## src/rtl/fetch_pc_unit.sv

```systemverilog
`default_nettype none
// ============================================================================
//  Module   : fetch_pc_unit
//  Purpose  : Instruction-fetch front end. Owns the program counter, drives
//             the word address into a 1-cycle-latency instruction memory,
//             pairs each returned word with its PC and a valid bit, keeps the
//             offered word stable across decode stalls via a hold buffer, and
//             squashes the in-flight word on redirects.
//  Revision : 1.0 - initial release
// ============================================================================
module fetch_pc_unit #(
   parameter logic [31:0] RESET_PC  = 32'h0000_0000,
   parameter logic [31:0] NOP_INSTR = 32'h0000_0013
) (
   input  logic        clock,
   input  logic        reset,
   input  logic        stall,
   input  logic        redirect,
   input  logic [31:0] redirect_target,
   output logic [31:0] imem_address,
   input  logic [31:0] imem_instruction,
   output logic [31:0] fetch_instruction,
   output logic [31:0] fetch_pc,
   output logic [31:0] fetch_pc_plus4,
   output logic        fetch_valid,
   output logic        redirect_misaligned
);

   localparam logic [31:0] c_PC_STEP = 32'd4;

   // Address currently presented to instruction memory.
   logic [31:0] r_pc;
   // PC of the word whose read data is (or was) returned by memory.
   logic [31:0] r_inflight_pc;
   logic        r_inflight_valid;
   // Copy of the offered word, taken on the first stalled edge because the
   // memory re-reads r_pc during a stall and its data no longer matches.
   logic        r_hold_valid;
   logic [31:0] r_hold_instr;
   logic        r_misalign;

   // Redirect target forced to a word boundary; misalignment is flagged apart.
   logic [31:0] w_target_aligned;
   logic        w_target_misaligned;
   // A stall only needs to capture when a real word is offered and not yet held.
   logic        w_capture;

   assign w_target_aligned    = {redirect_target[31:2], 2'b00};
   assign w_target_misaligned = |redirect_target[1:0];
   assign w_capture           = r_inflight_valid && !r_hold_valid;

   // PC sequencing, squash on redirect, and the stall hold buffer.
   always_ff @(posedge clock or negedge reset) begin
      if (!reset) begin
         r_pc             <= RESET_PC;
         r_inflight_pc    <= RESET_PC;
         r_inflight_valid <= 1'b0;
         r_hold_valid     <= 1'b0;
         r_hold_instr     <= NOP_INSTR;
         r_misalign       <= 1'b0;
      end else begin
         // The misalignment flag is a single-cycle pulse.
         r_misalign <= 1'b0;
         if (redirect) begin
            // Redirect beats stall: the word in flight and any held word
            // belong to the wrong path, so both are dropped.
            r_pc             <= w_target_aligned;
            r_inflight_valid <= 1'b0;
            r_hold_valid     <= 1'b0;
            r_misalign       <= w_target_misaligned;
         end else if (stall) begin
            // PC and in-flight tag are frozen; memory keeps re-reading r_pc,
            // which is exactly the next word needed once the stall lifts.
            if (w_capture) begin
               r_hold_instr <= imem_instruction;
               r_hold_valid <= 1'b1;
            end
         end else begin
            r_inflight_pc    <= r_pc;
            r_pc             <= r_pc + c_PC_STEP;
            r_inflight_valid <= 1'b1;
            r_hold_valid     <= 1'b0;
         end
      end
   end

   assign imem_address        = {2'b00, r_pc[31:2]};
   assign fetch_valid         = r_inflight_valid;
   assign fetch_pc            = r_inflight_pc;
   assign fetch_pc_plus4      = r_inflight_pc + c_PC_STEP;
   assign redirect_misaligned = r_misalign;

   // Offered word: NOP when invalid, held copy during/after a stall, else live data.
   always_comb begin
      fetch_instruction = imem_instruction;
      if (!r_inflight_valid) begin
         fetch_instruction = NOP_INSTR;
      end else if (r_hold_valid) begin
         fetch_instruction = r_hold_instr;
      end
   end

endmodule
`default_nettype wire
```

## config.mk

```make
export PLATFORM = sky130hd
export DESIGN_NAME = fetch_pc_unit
export DESIGN_NICKNAME = d
export VERILOG_FILES = /design/src/rtl/fetch_pc_unit.sv
export SDC_FILE = /design/constraint.sdc
export NUM_CORES = 1
export LEC_CHECK = 0
export CAP_MARGIN = 20
export CORE_MARGIN = 3
export CORE_UTILIZATION = 45
export DETAILED_ROUTE_END_ITERATION = 10
export MAX_ROUTING_LAYER = met4
export PLACE_DENSITY_LB_ADDON = 0.12
export SLEW_MARGIN = 20
export SYNTH_ARGS = -nofsm -noshare
export SYNTH_HDL_FRONTEND = slang
export SYNTH_SLANG_ARGS = --single-unit
```

## constraint.sdc

```tcl
create_clock -name clock -period 2.2 [get_ports clock]
set_input_delay 0.33 -clock clock [delete_from_list [all_inputs] [get_ports clock]]
set_output_delay 0.33 -clock clock [all_outputs]
set_load 0.01 [all_outputs]
```

## After elaboration in Yosys (flattened, before gate mapping)

Index checks and enable logic that the tools add are counted.

| operators by class | value |
|---|---|
| shift operators | 0 |
| equality and inequality tests | 2 |
| bitwise logic cells | 2 |
| muxes and demuxes | 10 |
| divide/modulo/power cells | 0 |
| reduce and logical (&&, ||, !) cells | 5 |
| multiply operators | 0 |
| add/sub/neg operators | 2 |
| $lt $le $gt $ge | 0 |

Operators by type and width:

| operator | number |
|---|---|
| 32-bit 2-to-1 mux | 4 |
| 32-bit by 3-bit adder with 32-bit output (second input constant) | 2 |
| 1-bit 2-to-1 mux | 6 |
| 3-bit by 1-bit inequality test with 1-bit output (second input constant) | 1 |
| 3-bit AND reduction | 1 |
| 2-bit by 1-bit inequality test with 1-bit output (second input constant) | 1 |
| 1-bit inverter | 2 |
| 2-bit AND reduction | 1 |
| 2-bit OR reduction | 1 |
| 1-bit logical AND | 1 |
| 1-bit zero test | 1 |

| word-level totals | value |
|---|---|
| bits in read-only memories | 0 |
| output and inout bits | 130 |
| memories | 0 |
| bits of input ports | 68 |
| bits in latches | 0 |
| register bits | 99 |
| memory bits (writable) | 0 |

## Longest topological paths before layout

Gate-level depths: netlist of the first run.

| logic depth | value |
|---|---|
| depth after elaboration | 5 |
| depth in mapped cells | 6 |
| depth with buffers taken out | 5 |

## Worst setup path after synthesis of the first run

No wires, ideal clock.

| path | value |
|---|---|
| path type | register to output |
| start point | register r_inflight_pc[4], in the netlist fetch_pc[4] |
| end point | output port fetch_pc_plus4[23] |
| path buffers | 0 |
| stages on the path, launching flop included | 5 |
| data arrival time | 1.671 ns |
| setup slack | 0.199 ns |
| required time | 1.870 ns |
| path through | dfrtp_1 nand3_1 nor4_4 or3b_2 xnor2_1 |

| on the way | value |
|---|---|
| longest elaborated chain between the ends | 1 |

RTL lines:

| element | line | source |
|---|---|---|
| from (decl) | 34 | `logic [31:0] r_inflight_pc;` |
| from (signal assigned) | 79 | `r_inflight_pc <= r_pc;` |
| 32-bit by 3-bit adder with 32-bit output | 90 | `assign fetch_pc_plus4 = r_inflight_pc + c_PC_STEP;` |
| to (decl) | 24 | `output logic [31:0] fetch_pc_plus4,` |

No other way between the ends.

## Worst setup path in the final report of the first run

| path | value |
|---|---|
| start point | register r_inflight_pc[2], in the netlist fetch_pc[2] |
| end point | output port fetch_pc_plus4[26] |

Same word-level chain as after synthesis.

==> metrics.txt, run 1 <==
drc violations=0; combinational power share=0.328; Post-synth EDFFs=0; wire length on met2=between 7000 and 8000 µm; Max Root-Sink Buffers=2; largest area contributor in the netlist=dfrtp_1; final period demand of the worst path=around 2.3 ns; dpl cells=around 870; fraction of registers with async set or reset after synthesis=1.000; area of the core=between 0.01 and 0.015 mm²; prevailing post-synth register cell=dfrtp_1; Commonest cells post-synth=dfrtp_1, mux2_2, nand2_1, nor2_1, mux2i_1; non-filler instance count after layout=around 900; most common cell in the synthesized netlist=dfrtp_1; total CTS buffers=9; compound-gate portion of the synthesized area=0.06827; share of synthesized cell area in and, or, nand and nor gates=0.1865; Fin Clk Skew=0.005235 ns; uppermost layer routed=met4; count of TritonRoute iterations in the first routing pass=5; Clock Latency Late Sink=roughly 0.34 ns; clock sink total=95; floorplan die height=114.1 µm; final hold violation count=0; depth of the CTS H-tree=3; Total Routing Usage GR=0.2385; post-synthesis register bit count=95; met3 WL=slightly above 900 µm; WS Path Type=flip-flop to output pin; class of the tightest hold or removal check=primary input to async pin; number of nets with antenna violations after routing=0; cells taking the most area after synthesis=dfrtp_1, mux2_2, mux2i_1, nand2_1, xnor2_1; xor and xnor fraction of the mapped netlist area=0.06161; Ports=198; run status=finished with violations; category of the worst setup path capture point=output pin; Mean Syn Cell Area=about 10 µm²; half-perimeter wire length of the detailed placement result=between 10000 and 15000 µm; final-layout setup total negative slack=-0.9711 ns; gate count of the mapped netlist=approximately 510; vias in the first global route=between 5000 and 6000; drt total wl=15410 µm; Critical Path Source Type=flip-flop; Peak VDD IR=~0.4 mV; Die Outline Area=0.01302 mm²; YS warnings=0; Vias/cell=between 5 and 6; total congestion overflow=0; TritonCTS clock tree=yes; final RePlAce weighted congestion=between 0.8 and 0.9; highest fanout seen on the critical path=3; via count=between 4000 and 5000; Pleak=between 0.003 and 0.004 µW; maximum number of pins on one net before global-route repair=42; Seq pwr share=0.394; die extent in x=114.1 µm; worst endpoint required time=roughly 1.9 ns; WL per Instance=17.05 µm; post-synthesis share of cell area spent on full adders, half adders and majority gates=0.004757; wire length of the first global-routing pass=24290 µm; clock input transition at the sequential cells of the worst setup and hold paths=about 0.060 ns; wire length on met1=roughly 6400 µm; peak clock frequency supported by timing=between 0.4 and 0.5 GHz; top cell type's share of synthesized area=0.4377; data arrival time of the worst path=around 2.0 ns; dominant combinational cell family by area after synthesis=multiplexers; library cells used by synthesis=44; net switching power figure=around 1700 µW; root buffer selected by CTS=clkbuf_16; pins over their slew limit=0; number of antenna violations at the first check in global routing=0; actual transition at the worst max-transition pin=between 0.5 and 0.6 ns; Switching Fraction=0.2887; summed instance area of the synthesized netlist=0.005260 mm²; clock network power share=0.278; std cell rows=38; layout cell share with drive strength beyond 1=0.2749; proportion of synthesized area in mux cells=0.1870; Final Worst Setup Slack=-0.1455 ns; PD cells=704.9 mW/mm²; ratio of final minimum period to clock period=1.066; violations in the final reports=setup timing; setup repair after global routing missed its margin=yes; post-synthesis sequential area ratio=0.4527; total of buffers placed on input and output ports=roughly 190; final-stage net count=829; antenna diode count=0; Layout Area Growth over Synthesis=56.09%; number of endpoints failing setup at the final stage=11; initial core utilization=0.4728; Max-Slew Margin vs Limit=0.6606; Cell Int Power=4117 µW; initial drt markers=291; MaxCap Viol Count=0
-- routing by layer --
metal	GRT usage	vias to the layer above
met4	0.07443	0
met2	0.4071	187
li1	-	2335
met1	0.2923	2389
met3	0.03647	27
met5	-	-
-- placed cells by master (no fill, tap or decap), types with 3 or more instances in the layout --
| master | netlist | routed |
|---|---|---|
| buf_2 | 12 | 19 |
| or4_1 | 12 | 11 |
| nor3_4 | 0 | 3 |
| and4_1 | 7 | 5 |
| buf_12 | 0 | 4 |
| xnor2_2 | 0 | 3 |
| mux2i_1 | 33 | 33 |
| nand4_1 | 18 | 18 |
| buf_4 | 7 | 67 |
| dfrtp_1 | 92 | 90 |
| xnor2_1 | 21 | 18 |
| o211ai_1 | 8 | 8 |
| inv_1 | 7 | 7 |
| dlygate4sd2_1 | 0 | 3 |
| and3_1 | 7 | 7 |
| clkbuf_8 | 0 | 3 |
| mux2_2 | 58 | 58 |
| clkbuf_2 | 0 | 5 |
| a31oi_1 | 10 | 10 |
| o21ai_0 | 15 | 15 |
| nor2_2 | 0 | 3 |
| clkdlybuf4s50_1 | 0 | 161 |
| buf_6 | 1 | 8 |
| clkbuf_16 | 0 | 9 |
| nand2_1 | 49 | 48 |
| nand3_1 | 19 | 16 |
| o311ai_0 | 7 | 7 |
| xor2_1 | 16 | 16 |
| nor2_1 | 47 | 44 |
| dfstp_2 | 3 | 3 |
| conb_1 | 1 | 6 |
| o31ai_1 | 9 | 9 |
-- worst paths after layout --
kind / from / to / slack [ns] / depth (start not counted)
min in group clock: r_hold_instr[17] / r_hold_instr[17] / 0.51 / 1
max in group asynchronous: reset / r_pc[12] / 1.04 / 3
setup reg to reg: r_pc[3] / r_pc[26] / 0.22 / 5
setup / recovery: fetch_pc[2] / fetch_pc_plus4[26] / -0.15 / 7
hold reg to reg: r_hold_instr[17] / r_hold_instr[17] / 0.51 / 1
hold / removal: reset / r_hold_instr[23] / 0.48 / 2
-- cell families (layout without fill, tap and decap cells) --
| group | count (synthesis) | in the layout |
|---|---|---|
| XOR/XNOR | 37 | 37 |
| AND/OR/NAND/NOR | 186 | 186 |
| other | 1 | 6 |
| buffers and inverters | 41 | 294 |
| flip-flops | 95 | 95 |
| multiplexers | 91 | 91 |
| AO/OA/AOI/OAI | 53 | 53 |
| adder cells (fa/ha/maj) | 2 | 2 |
-- worst max-delay path, cell delays in order, from the launching register on --
cell	delay, ns
dfrtp_1	0.39
ha_2	0.19
and4_4	0.22
nand4_1	0.23
buf_4	0.24
nor3_4	0.11
xor2_1	0.15
buf_2	0.15
-- through the flow --
step	worst slack, ns	util	hold slack, ns	power [µW]	instance area, µm²
3_5_place_dp	-0.2368	0.6948	0.3017	4222	7730
3_3_place_gp	-0.2048	0.6948	0.3034	4151	7730
5_1_grt	-0.2433	0.7380	0.5274	6095	8210
2_1_floorplan	0.1989	-	0.03441	3064	5279
6_report	-0.1455	0.7380	0.4787	5788	8210
4_1_cts	-0.1717	0.7245	0.4899	5777	8060
-- repair_timing --
| item | 4_1_cts | 5_1_grt |
|---|---|---|
| endpoints found under the setup margin | 56 | 30 |
| gates cloned | 0 | 0 |
| hold endpoints to repair | 28 | 0 |
| setup buffers | 5 | 10 |
| hold buffers | 1 | 0 |
| resized for setup | 90 | 43 |
| pin swaps | 11 | 24 |
-- power groups by stage --
stage / clock network (µW) / logic [µW] / registers (µW)
global placement: 0 / 1860 / 2290
global route: 1720 / 2040 / 2330
finish: 1610 / 1900 / 2280
floorplan: 0 / 660 / 2400
detailed placement: 0 / 1910 / 2310
CTS: 1630 / 1860 / 2280
-- sequential cells by signal, indices dropped and copies added, names as in the netlist --
signal,flops
redirect_misaligned,1
fetch_valid,1
r_hold_valid,1
r_hold_instr,32
fetch_pc,30
r_pc,30
-- cell type report --
type	count	area [µm²]
clock buffers	13	270.3
fillers	842	2915
clock inverters	3	40.04
repair buffers	271	2481
well taps	140	175.2
multi-input cells	375	2834
flip-flops and latches	95	2384
inverters	7	26.28
(Power assumes the default switching activity.)
==> run 2, diff against run 1 <==
--- a/config.mk
+++ b/config.mk
@@ -8,9 +8,11 @@
 export CAP_MARGIN = 20
 export CORE_MARGIN = 3
 export CORE_UTILIZATION = 45
+export CTS_CLUSTER_SIZE = 8
 export DETAILED_ROUTE_END_ITERATION = 10
 export MAX_ROUTING_LAYER = met4
 export PLACE_DENSITY_LB_ADDON = 0.12
+export REMOVE_ABC_BUFFERS = 1
 export SLEW_MARGIN = 20
 export SYNTH_ARGS = -nofsm -noshare
 export SYNTH_HDL_FRONTEND = slang
==> metrics.txt, run 2 (synthesized netlist as in run 1, its figures left out) <==
run status=finished with violations; violations in the final reports=setup timing; non-filler instance count after layout=roughly 900; MaxCap Viol Count=0; footprint of the multi-input gates=a little under 0.003 mm²; Clock Latency Late Sink=0.34 ns; number of endpoints failing setup at the final stage=12; Max-Slew Margin vs Limit=0.6276; Fin Clk Skew=0.005380 ns; setup repair after global routing missed its margin=yes; initial core utilization=0.4728; worst hold path startpoint=r_hold_instr[14]; clock input transition at the sequential cells of the worst setup and hold paths=around 0.06 ns; total of buffers placed on input and output ports=between 150 and 200; launch point of the worst reg-to-reg path=r_pc[11]; Peak VDD IR=between 0.5 and 0.6 mV; TritonCTS clock tree=yes; drc violations=0; startpoint of the most critical setup path=fetch_pc[2]; Final Worst Setup Slack=-0.2203 ns; depth of the CTS H-tree=3; WS Path Type=flip-flop to output pin; layout cell share with drive strength beyond 1=0.2736; highest fanout seen on the critical path=5; PD cells=695.6 mW/mm²; power after layout=between 5000 and 6000 µW; half-perimeter wire length of the detailed placement result=between 10000 and 15000 µm; Vias/cell=about 5.5; die extent in x=114.1 µm; number of antenna violations at the first check in global routing=0; Reg area=about 0.0024 mm²; actual transition at the worst max-transition pin=0.5586 ns; final hold violation count=0; Layout Area Growth over Synthesis=56.90%; final RePlAce weighted congestion=between 0.9 and 1; count of cells along the worst register-to-register path=5; worst endpoint required time=approximately 1.9 ns; total CTS buffers=9; Pleak=approximately 0.0034 µW; data arrival time of the worst path=approximately 2.1 ns; ratio of final minimum period to clock period=1.100; WHS Path Cells=1; Die Outline Area=0.01302 mm²; area of the core=0.01113 mm²; std cell rows=38; maximum number of pins on one net before global-route repair=44; vias in the first global route=5046; class of the tightest hold or removal check=flip-flop to flip-flop; wire length of the first global-routing pass=approximately 25000 µm; drt total wl=between 15000 and 20000 µm; top register by number of flip-flops=r_hold_instr; total congestion overflow=0; setup slack on the worst flop-to-flop path=approximately 0.32 ns; top cell family by delay on the critical path=simple AND/OR/NAND/NOR gates; final-stage net count=roughly 830; root buffer selected by CTS=clkbuf_16; Critical Path Source Type=flip-flop; category of the worst setup path capture point=output pin; number of filler instances in the final layout=812; WL per Instance=17.51 µm; worst path cell trace=ha_2 > and4_4 > nand4_1 > buf_4 > nor2_2 > xor2_1 > buf_2; Ports=198; count of TritonRoute iterations in the first routing pass=5; biggest cell delay along the critical path=~0.38 ns; depth of the critical timing path with buffers and inverters included=7; Final Hold Slack=0.5066 ns; initial drt markers=between 300 and 400; Total Routing Usage GR=0.2502; flip-flop count of the largest register, all copies and words added=32; commonest cells after routing, fill and taps aside=clkdlybuf4s50_1, dfrtp_1, buf_4, mux2_2, nand2_1; final period demand of the worst path=2.420 ns; clock sink total=95; worst reg2reg path endpoint=r_pc[31]; peak clock frequency supported by timing=roughly 0.41 GHz; Min-Delay Endpoint=r_hold_instr[14]; commonest non-fill, non-tap cell in the layout=clkdlybuf4s50_1; Critical path buffers and inverters=2; pins over their slew limit=0; number of nets with antenna violations after routing=0; final-layout setup total negative slack=-1.036 ns; floorplan die height=about 110 µm; highest-delay cell along the critical path=dfrtp_1; Max Root-Sink Buffers=2; dpl cells=slightly below 900; antenna diode count=0; via count=between 4000 and 5000
==> run 2: metal layers <==
metal	part of all wire	global-route usage	vias to the layer above
met5	0	-	-
met4	0.020	0.08868	0
met3	0.060	0.04228	22
met2	0.51	0.4055	169
met1	0.42	0.3183	2415
li1	-	-	2328
==> run 2: worst max-delay path by stage <==
stage                         endpoint  slack (ns)
CTS                 fetch_pc_plus4[20]       -0.17
floorplan             r_hold_instr[10]       -1.29
global placement    fetch_pc_plus4[26]       -0.20
global route        fetch_pc_plus4[18]       -0.27
detailed placement  fetch_pc_plus4[22]       -0.26
finish              fetch_pc_plus4[18]       -0.22
==> run 2: report_power, final <==
part	switching, µW	leakage [µW]	internal [µW]
registers	220	0.00112	2060
logic	831	0.00214	1100
clock network	622	0.000140	911
==> run 2: area by class of cell <==
cell class | count | area share
Clock buffer | 13 | 0.03032
Multi-Input combinational cell | 375 | 0.3492
Tap cell | 140 | 0.02122
Clock inverter | 3 | 0.005155
Timing Repair Buffer | 271 | 0.3022
Sequential cell | 95 | 0.2888
Inverter | 7 | 0.003184
==> run 2: worst register-to-register path, stage by stage, from the launching register on <==
cell     delay [ns]
dfrtp_1        0.46
and3_1         0.36
nand4_1        0.13
buf_4          0.19
or4_1          0.46
a31oi_1        0.19
==> run 2: metrics by stage <==
stage	utilization	setup slack (ns)	instance area (µm²)
detailed placement	0.6975	-0.2604	7760
global placement	0.6975	-0.2003	7760
floorplan	-	-1.292	5102
global route	0.7418	-0.2687	8253
CTS	0.7290	-0.1737	8110
finish	0.7418	-0.2203	8253
==> run 2: what timing repair did <==
item	4_1_cts	5_1_grt
pin swaps	25	24
setup buffers	8	5
hold buffers	1	0
endpoints found under the setup margin	58	54
gates resized for setup	107	25
hold endpoints to repair	15	0
